--- config.mk ---
export PLATFORM = sky130hd
export DESIGN_NAME = if_fetch_unit
export DESIGN_NICKNAME = d
export VERILOG_FILES = /design/src/rtl/if_fetch_unit_pkg.sv /design/src/rtl/if_fetch_unit_fifo.sv /design/src/rtl/if_fetch_unit.sv
export SDC_FILE = /design/constraint.sdc
export NUM_CORES = 1
export LEC_CHECK = 0
export ABC_CLOCK_PERIOD_IN_PS = 6230
export CORE_MARGIN = 2
export CORE_UTILIZATION = 40
export CTS_CLUSTER_DIAMETER = 40
export DETAILED_ROUTE_END_ITERATION = 6
export PLACE_DENSITY = 0.73
export SKIP_CTS_REPAIR_TIMING = 1
export SLEW_MARGIN = 5
export SYNTH_ARGS = -nofsm -noshare
export SYNTH_HDL_FRONTEND = slang
export SYNTH_SLANG_ARGS = --single-unit
--- constraint.sdc ---
create_clock -name i_clk -period 6.23 [get_ports i_clk]
set_clock_uncertainty 0.05 [all_clocks]
set_input_delay 1.246 -clock i_clk [delete_from_list [all_inputs] [get_ports i_clk]]
set_output_delay 1.246 -clock i_clk [all_outputs]
set_load 0.02 [all_outputs]
--- src/rtl/if_fetch_unit_pkg.sv ---
// Shared fetch-stage types and defaults.
// Imported by the fetch unit and its queue.
package if_fetch_unit_pkg;

  localparam int WIDTH = 32;

  localparam logic [WIDTH-1:0] DEF_NOP_INSTR = 32'h0000_0013;
  localparam logic [WIDTH-1:0] DEF_RESET_PC  = 32'h0000_0000;

  typedef struct packed {
    logic [WIDTH-1:0] instr;
    logic [WIDTH-1:0] pc;
  } fetch_entry_t;

  function automatic logic [WIDTH-1:0] align_word(
    input logic [WIDTH-1:0] a
  );
    return {a[WIDTH-1:2], 2'b00};
  endfunction

endpackage

--- src/rtl/if_fetch_unit_fifo.sv ---
// Small synchronous FIFO used for the instruction
// queue and the in-flight pc-tag queue.
module if_fetch_unit_fifo #(
  parameter  int W     = 64,
  parameter  int DEPTH = 2,
  localparam int AW    = $clog2(DEPTH),
  localparam int CW    = AW + 1
) (
  input  logic          clk,
  input  logic          rst,
  input  logic          push,
  input  logic          pop,
  input  logic          flush,
  input  logic [W-1:0]  din,
  output logic [W-1:0]  dout,
  output logic          full,
  output logic          empty,
  output logic [CW-1:0] count
);

  logic [W-1:0]  mem [DEPTH];
  logic [AW-1:0] wr_ptr;
  logic [AW-1:0] rd_ptr;

  // Pointers wrap naturally because DEPTH is a power of 2.
  always_ff @(posedge clk) begin
    if (rst || flush) begin
      wr_ptr <= '0;
      rd_ptr <= '0;
      count  <= '0;
    end else begin
      if (push) wr_ptr <= wr_ptr + 1'b1;
      if (pop)  rd_ptr <= rd_ptr + 1'b1;
      count <= count + CW'(push) - CW'(pop);
    end
  end

  always_ff @(posedge clk) begin
    if (push && !flush) mem[wr_ptr] <= din;
  end

  assign dout  = mem[rd_ptr];
  assign empty = (count == '0);
  assign full  = (count == CW'(DEPTH));

  a_no_overflow: assert property (
    @(posedge clk) disable iff (rst)
    !(push && full)
  );

endmodule

--- src/rtl/if_fetch_unit.sv ---
// Instruction fetch stage: owns the PC, issues word
// fetches and hands buffered instructions to ID.
module if_fetch_unit
  import if_fetch_unit_pkg::*;
#(
  parameter logic [WIDTH-1:0] RESET_PC  = DEF_RESET_PC,
  parameter int               DEPTH     = 2,
  parameter logic [WIDTH-1:0] NOP_INSTR = DEF_NOP_INSTR
) (
  input  logic             i_clk,
  input  logic             i_reset,
  output logic             o_imem_req,
  output logic [WIDTH-1:0] o_imem_addr,
  input  logic             i_imem_gnt,
  input  logic             i_imem_rvalid,
  input  logic [WIDTH-1:0] i_imem_rdata,
  input  logic             i_redirect,
  input  logic [WIDTH-1:0] i_redirect_pc,
  input  logic             i_id_ready,
  output logic             o_valid,
  output logic [WIDTH-1:0] o_instr,
  output logic [WIDTH-1:0] o_pc
);

  localparam int CW = $clog2(DEPTH) + 1;

  logic [WIDTH-1:0] pc;
  logic [CW-1:0]    outstanding;
  logic [CW-1:0]    drop;
  logic [CW-1:0]    out_next;
  logic [CW-1:0]    used;
  logic [CW-1:0]    q_count;
  logic [CW-1:0]    tag_count;
  logic [WIDTH-1:0] tag_pc;
  fetch_entry_t     q_din;
  fetch_entry_t     q_dout;
  logic req, grant, resp, discard;
  logic q_push, q_pop, q_empty, q_full;
  logic tag_full, tag_empty;

  // A slot freed by ID this cycle is reused at once,
  // giving one fetch per cycle in steady state.
  always_comb begin
    q_pop    = !q_empty && i_id_ready;
    used     = q_count + outstanding - CW'(q_pop);
    req      = !i_reset && !i_redirect
            && (used < CW'(DEPTH));
    grant    = req && i_imem_gnt;
    resp     = i_imem_rvalid && (outstanding != '0);
    discard  = (drop != '0) || i_redirect;
    q_push   = resp && !discard;
    out_next = outstanding + CW'(grant) - CW'(resp);
    q_din    = '{instr: i_imem_rdata, pc: tag_pc};
  end

  always_ff @(posedge i_clk) begin
    if (i_reset) begin
      pc          <= RESET_PC;
      outstanding <= '0;
      drop        <= '0;
    end else begin
      outstanding <= out_next;
      if (i_redirect) begin
        pc   <= align_word(i_redirect_pc);
        drop <= out_next;
      end else begin
        if (grant) pc <= pc + WIDTH'(4);
        if (resp && (drop != '0)) drop <= drop - 1'b1;
      end
    end
  end

  if_fetch_unit_fifo #(
    .W     ($bits(fetch_entry_t)),
    .DEPTH (DEPTH)
  ) u_instr_q (
    .clk   (i_clk),
    .rst   (i_reset),
    .push  (q_push),
    .pop   (q_pop),
    .flush (i_redirect),
    .din   (q_din),
    .dout  (q_dout),
    .full  (q_full),
    .empty (q_empty),
    .count (q_count)
  );

  // Tags are never flushed; dropped responses pop them.
  if_fetch_unit_fifo #(
    .W     (WIDTH),
    .DEPTH (DEPTH)
  ) u_tag_q (
    .clk   (i_clk),
    .rst   (i_reset),
    .push  (grant),
    .pop   (resp),
    .flush (1'b0),
    .din   (pc),
    .dout  (tag_pc),
    .full  (tag_full),
    .empty (tag_empty),
    .count (tag_count)
  );

  logic unused_bits;
  assign unused_bits = ^{i_redirect_pc[1:0], q_full,
                         tag_full, tag_empty, tag_count};

  assign o_imem_req  = req;
  assign o_imem_addr = pc;
  assign o_valid     = !q_empty;
  assign o_instr     = q_empty ? NOP_INSTR : q_dout.instr;
  assign o_pc        = q_empty ? '0 : q_dout.pc;

endmodule

==> run summary, run 1 <==
clock sinks -> 226
CP Launch Point -> i_id_ready
Die W -> 155.7 microns
clock tree from TritonCTS -> done
switching part of the total -> 0.2290
Hold Path Class -> reg2reg
row cnt -> 55
DR vias -> 5880
most common cell in the netlist -> edfxtp_1
Fillers -> 1824
initial antenna violation count -> 0
Synth Flop Type -> edfxtp_1
Storage cell area -> 6370 sq um
Distinct cells, synth -> 51
clock power share -> 0.437
via/cell ratio -> 5.194
PwrDens -> 339.0 nW/um^2
Detail Route Antenna Nets -> 0
commonest cells in the netlist -> edfxtp_1, nor2_1, mux2i_1
worst-path cell chain -> clkdlybuf4s50_1 > and2_1 > ha_1 > nand2b_1 > xnor3_1 > and2_1 > clkdlybuf4s50_1
Rel. slew slack -> 0.3841
Comb pwr share -> 0.122
Leak -> 3.971 nW
gp weighted congestion -> 0.8205
sequential cell area fraction in the yosys report -> 0.6914
Die Area -> 24250 sq um
worst slack, placed -> 1.312 ns
placed cell area -> 11110 sq um
post-synth top area cell -> edfxtp_1
CP max-delay cell -> clkdlybuf4s50_1
worst skew pair latency -> 0.53 ns
first-pass GRT wire length -> 30760 microns
Setup CP Type -> in2out
Total Power -> 4.129 mW
vias in the first global route -> 5811
Switch Pwr -> 0.9457 mW
Final nets -> 900
layout cells sized above 1 -> 0.1181
core area -> 22640 sq um
I/O pins -> 168
part of the power in registers -> 0.442
grt ovf -> 0
Clk Tree Root Cell -> clkbuf_16
Syn-to-layout area delta -> 32.29%
fmax -> 0.2029 GHz
Multi-input gate area -> 2654 sq um
Worst VDD drop -> 0.0002205 V
Post-synth ARST share -> 0
clk slew on worst S/H paths -> 0.05 ns
violated checks -> design-rule violations
type of origin of the critical path -> input port
total CTS buffers -> 29
die height -> 155.7 microns
Finished Cell Area -> 12180 sq um
total number of H-tree levels -> 1
Starting Density -> 0.4067
Synth top area share -> 0.6001
PortBufs -> 161
Final WS setup -> 1.302 ns
outcome -> finished with violations
Mapped Cells -> 657
DRC Markers -> 5
HPWL after detailed placement -> 12530 microns
largest net degree at the start of global routing -> 63
mapped cell area -> 9208 sq um
CP arrival -> 3.63 ns
Ant. Diodes -> 0
r2r startpoint -> u_instr_q.count[0]$_SDFF_PP0_
setup TNS -> 0 ns
DRT iter0 DRCs -> 271
RSZ-0062 raised after global routing -> false
critical path's largest stage delay -> 0.61 ns
TritonRoute pass-1 iters -> 7
WP data required -> 4.93 ns
max-slew violation count -> 0
EDFF count, synth -> 184
crit-path max FO -> 11
Final period util -> 0.7910
final core utilization -> 0.5380
Fin. Hold Viols -> 0
Max Cap Violations -> 0
WL final -> 19970 microns
wire per inst -> 17.64 microns
top post-synthesis cells by area -> edfxtp_1, dfxtp_1, mux2i_1
Worst Max-Slew Pin Slew -> 0.9238 ns
Avg Cell Area, Syn -> 14.01 sq um
Worst Setup End Kind -> primary output
Hold Path Origin -> u_tag_q.rd_ptr$_SDFFE_PP0P_
Seq cells post-synth -> 226
CTS max path bufs -> 3
Final setup violation count -> 0
Ys Warns -> 0
internal cell power -> 3.183 mW
minimum clock period -> 4.928 ns
Overall Global Routing Usage -> 0.1607
[state kept, by name (all words and copies together), names as in the netlist, named ones only]
register / count
u_tag_q.rd_ptr: 1
u_instr_q.wr_ptr: 1
drop: 2
u_instr_q.mem: 124
outstanding: 2
u_tag_q.mem: 60
u_instr_q.count: 2
u_instr_q.rd_ptr: 1
u_tag_q.wr_ptr: 1
o_imem_addr: 30
[worst paths after layout]
path | end | slack (ns) | cells past startpoint
worst max-delay path | o_imem_req | 1.30 | 7
worst min-delay path | u_tag_q.rd_ptr$_SDFFE_PP0P_ | 0.48 | 2
worst max register to register | drop[1]$_SDFFE_PP0P_ | 2.46 | 15
worst min register to register | u_tag_q.rd_ptr$_SDFFE_PP0P_ | 0.48 | 2
[per-stage QoR]
stage          hold slack, ns  cells
2_1_floorplan          0.4225    660
6_report               0.4809   1132
4_1_cts                0.4739   1132
3_5_place_dp           0.4478   1078
5_1_grt                0.4884   1132
3_3_place_gp           0.4378   1078
[power groups by stage]
stage          clock network (mW)  registers (mW)  logic [mW]
6_report                     1.80            1.82       0.502
5_1_grt                      1.90            1.83       0.546
4_1_cts                      1.84            1.82       0.507
3_5_place_dp                    0            1.85       0.504
3_3_place_gp                    0            1.85       0.495
2_1_floorplan                   0            1.85       0.296
[metal layers]
layer	up-vias	wire (microns)	global-route usage	part of all wire
met2	193	9708	0.2758	0.49
met5	-	0	0	0
met3	42	1201	0.03167	0.060
met4	0	491	0.05854	0.025
li1	2805	-	-	-
met1	2840	8569	0.2028	0.43
[layout by cell type (no fill, tap or decap), types with 5 or more instances in the layout]
master / instances
nand3_1: 16
mux2i_1: 63
dfxtp_1: 41
xnor2_1: 7
ha_1: 6
nor2_1: 83
buf_4: 9
mux2_2: 30
bufinv_16: 7
nand4_1: 10
clkbuf_16: 29
nor3_1: 7
and2_1: 7
a311oi_1: 6
a21oi_1: 5
edfxtp_1: 184
and3_1: 5
nand2_1: 38
a211oi_1: 5
xor2_1: 7
o211ai_1: 6
or4_1: 5
clkdlybuf4s50_1: 161
o21ai_0: 7
inv_1: 12
or3_1: 13
a31oi_1: 15
[critical path, delay by kind of cell]
family	cells	cell delay, ns
buffers and inverters	2	1.09
AND/OR/NAND/NOR	3	0.53
adder cells (fa/ha/maj)	1	0.24
XOR/XNOR	1	0.53
[cell families (layout without fill, tap and decap cells)]
| family | Yosys count | count (layout) | share of synthesized area |
|---|---|---|---|
| AO/OA/AOI/OAI | 64 | 64 | 0.04906 |
| XOR/XNOR | 15 | 15 | 0.01576 |
| adder cells (fa/ha/maj) | 6 | 6 | 0.008153 |
| buffers and inverters | 50 | 237 | 0.02378 |
| flip-flops | 226 | 226 | 0.6914 |
| multiplexers | 93 | 93 | 0.1052 |
| other | 1 | 4 | 0.0004073 |
| AND/OR/NAND/NOR | 202 | 202 | 0.1063 |
[cell type report]
class	instances	area share
timing repair buffer	170	0.1379
clock buffer	36	0.06420
tap	285	0.02928
multi-input combinational	384	0.2179
clock inverter	18	0.02383
sequential	226	0.5230
inverter	13	0.004006
Power figures use the tool's default switching activity.
==> inputs of run 2 (changes only) <==
- ABC_CLOCK_PERIOD_IN_PS: 6230 -> 3950
- PLACE_DENSITY: 0.73 -> 0.75
- clock period: 6.23 -> 3.95 ns (I/O delays scaled with it)
==> run 2 against run 1 <==
Net effect: the flow now finishes without violations; critical path depth stayed put; routed wire length is 3.0% higher; first-iteration DRC count is 44% higher; sequential cell count stayed put; critical endpoint unchanged; largest cell class unchanged.
==> run summary, run 2 (same netlist as run 1, synthesis figures left out) <==
CP max-delay cell -> clkdlybuf4s50_1
CP arrival -> 2.90 ns
Leak -> 3.987 nW
r2r startpoint -> u_instr_q.count[1]$_SDFF_PP0_
uppermost layer routed -> met4
Routed met3 length -> 1241 microns
max reg flops -> 124
Worst VDD drop -> 0.0003445 V
Min-Delay Endpoint -> u_tag_q.rd_ptr$_SDFFE_PP0P_
placed cell area -> 11190 sq um
DRC Markers -> 0
wire per inst -> 18.03 microns
first-pass GRT wire length -> 31230 microns
Clk Tree Root Cell -> clkbuf_16
Top reg by flops -> u_instr_q.mem
Starting Density -> 0.4067
grt ovf -> 0
largest net degree at the start of global routing -> 63
worst skew pair latency -> 0.54 ns
Die W -> 155.7 microns
sum of buffers and inverters on the critical path -> 2
R2R setup slack -> 0.89 ns
worst slack, placed -> 0.2159 ns
Final nets -> 908
clock sinks -> 226
clk slew on worst S/H paths -> 0.06 ns
Final setup violation count -> 0
most common cell after layout, fill and taps aside -> edfxtp_1
initial antenna violation count -> 0
Finished Cell Area -> 12210 sq um
PortBufs -> 161
Top delay family on crit path -> buffers and inverters
metal2 WL -> 10240 microns
type of origin of the critical path -> input port
cell count of the worst reg-to-reg path -> 15
Worst Max-Slew Pin Slew -> 0.9324 ns
Ant. Diodes -> 0
total CTS buffers -> 30
Overall Global Routing Usage -> 0.1647
Total Power -> 6.372 mW
via/cell ratio -> 5.212
HPWL after detailed placement -> 12860 microns
worst reg2reg path endpoint -> drop[1]$_SDFFE_PP0P_
worst-path cell chain -> clkdlybuf4s50_1 > and2_1 > ha_1 > nand2b_1 > xnor3_1 > and2_1 > clkdlybuf4s50_1
layout cells sized above 1 -> 0.1273
fmax -> 0.2673 GHz
die height -> 155.7 microns
WL met1 -> 8605 microns
Hold Path Depth -> 2
critical path's largest stage delay -> 0.53 ns
vias in the first global route -> 5761
Final period util -> 0.9471
crit-path max FO -> 3
setup TNS -> 0 ns
Fin. Hold Viols -> 0
Hold Path Origin -> u_tag_q.rd_ptr$_SDFFE_PP0P_
Syn-to-layout area delta -> 32.60%
DRT iter0 DRCs -> 391
Detail Route Antenna Nets -> 0
PwrDens -> 521.9 nW/um^2
core area -> 22640 sq um
CTS max path bufs -> 3
Setup CP Type -> in2out
row cnt -> 55
Hold Path Class -> reg2reg
TritonRoute pass-1 iters -> 5
final core utilization -> 0.5393
Final WS setup -> 0.2090 ns
Rel. slew slack -> 0.3784
RSZ-0062 raised after global routing -> false
DR vias -> 5947
Worst Setup End Kind -> primary output
Die Area -> 24250 sq um
clock tree from TritonCTS -> done
Max Cap Violations -> 0
commonest cells after routing, fill and taps aside -> edfxtp_1, clkdlybuf4s50_1, nor2_1
I/O pins -> 168
minimum clock period -> 3.741 ns
WP data required -> 3.11 ns
total number of H-tree levels -> 1
max-slew violation count -> 0
outcome -> completed
gp weighted congestion -> 0.7316
WL final -> 20570 microns
## run 2: report_power, final
group          internal (mW)  switching, mW  total (mW)
logic                  0.380          0.432       0.811
clock network           1.66           1.03        2.69
registers               2.78         0.0863        2.87
## run 2: final cells by class
class	instances	area, sq um
clock inverters	21	232.7
inverters	13	48.80
clock buffers	35	790.8
well taps	285	356.6
repair buffers	177	1757
fillers	1822	10430
multi-input cells	384	2654
flip-flops and latches	226	6370
## run 2: per-stage QoR
step	hold WS [ns]	cells
2_1_floorplan	0.4225	660
3_3_place_gp	0.4342	1085
3_5_place_dp	0.4513	1085
4_1_cts	0.4775	1141
5_1_grt	0.4992	1141
6_report	0.4743	1141
## run 2: worst min-delay path, stage by stage, from the launching register on
cell and delay [ns]:
dfxtp_1 0.32, xor2_1 0.08, nor2_1 0.09
## run 2: layer usage
layer / track usage / up-vias
li1: - / 2817
met1: 0.2099 / 2898
met2: 0.2823 / 193
met3: 0.03194 / 39
met4: 0.05679 / 0
met5: 0 / -
## run 2: how the worst max path moves through the flow
stage | startpoint | to | depth (start not counted)
6_report | i_id_ready | o_imem_req | 7
5_1_grt | u_instr_q.count[1]$_SDFF_PP0_ | o_imem_req | 8
4_1_cts | u_instr_q.count[1]$_SDFF_PP0_ | o_imem_req | 8
3_5_place_dp | i_id_ready | o_imem_req | 7
3_3_place_gp | i_id_ready | o_imem_req | 7
2_1_floorplan | u_instr_q.count[0]$_SDFF_PP0_ | u_tag_q.mem[0][10]$_DFFE_PP_ | 12
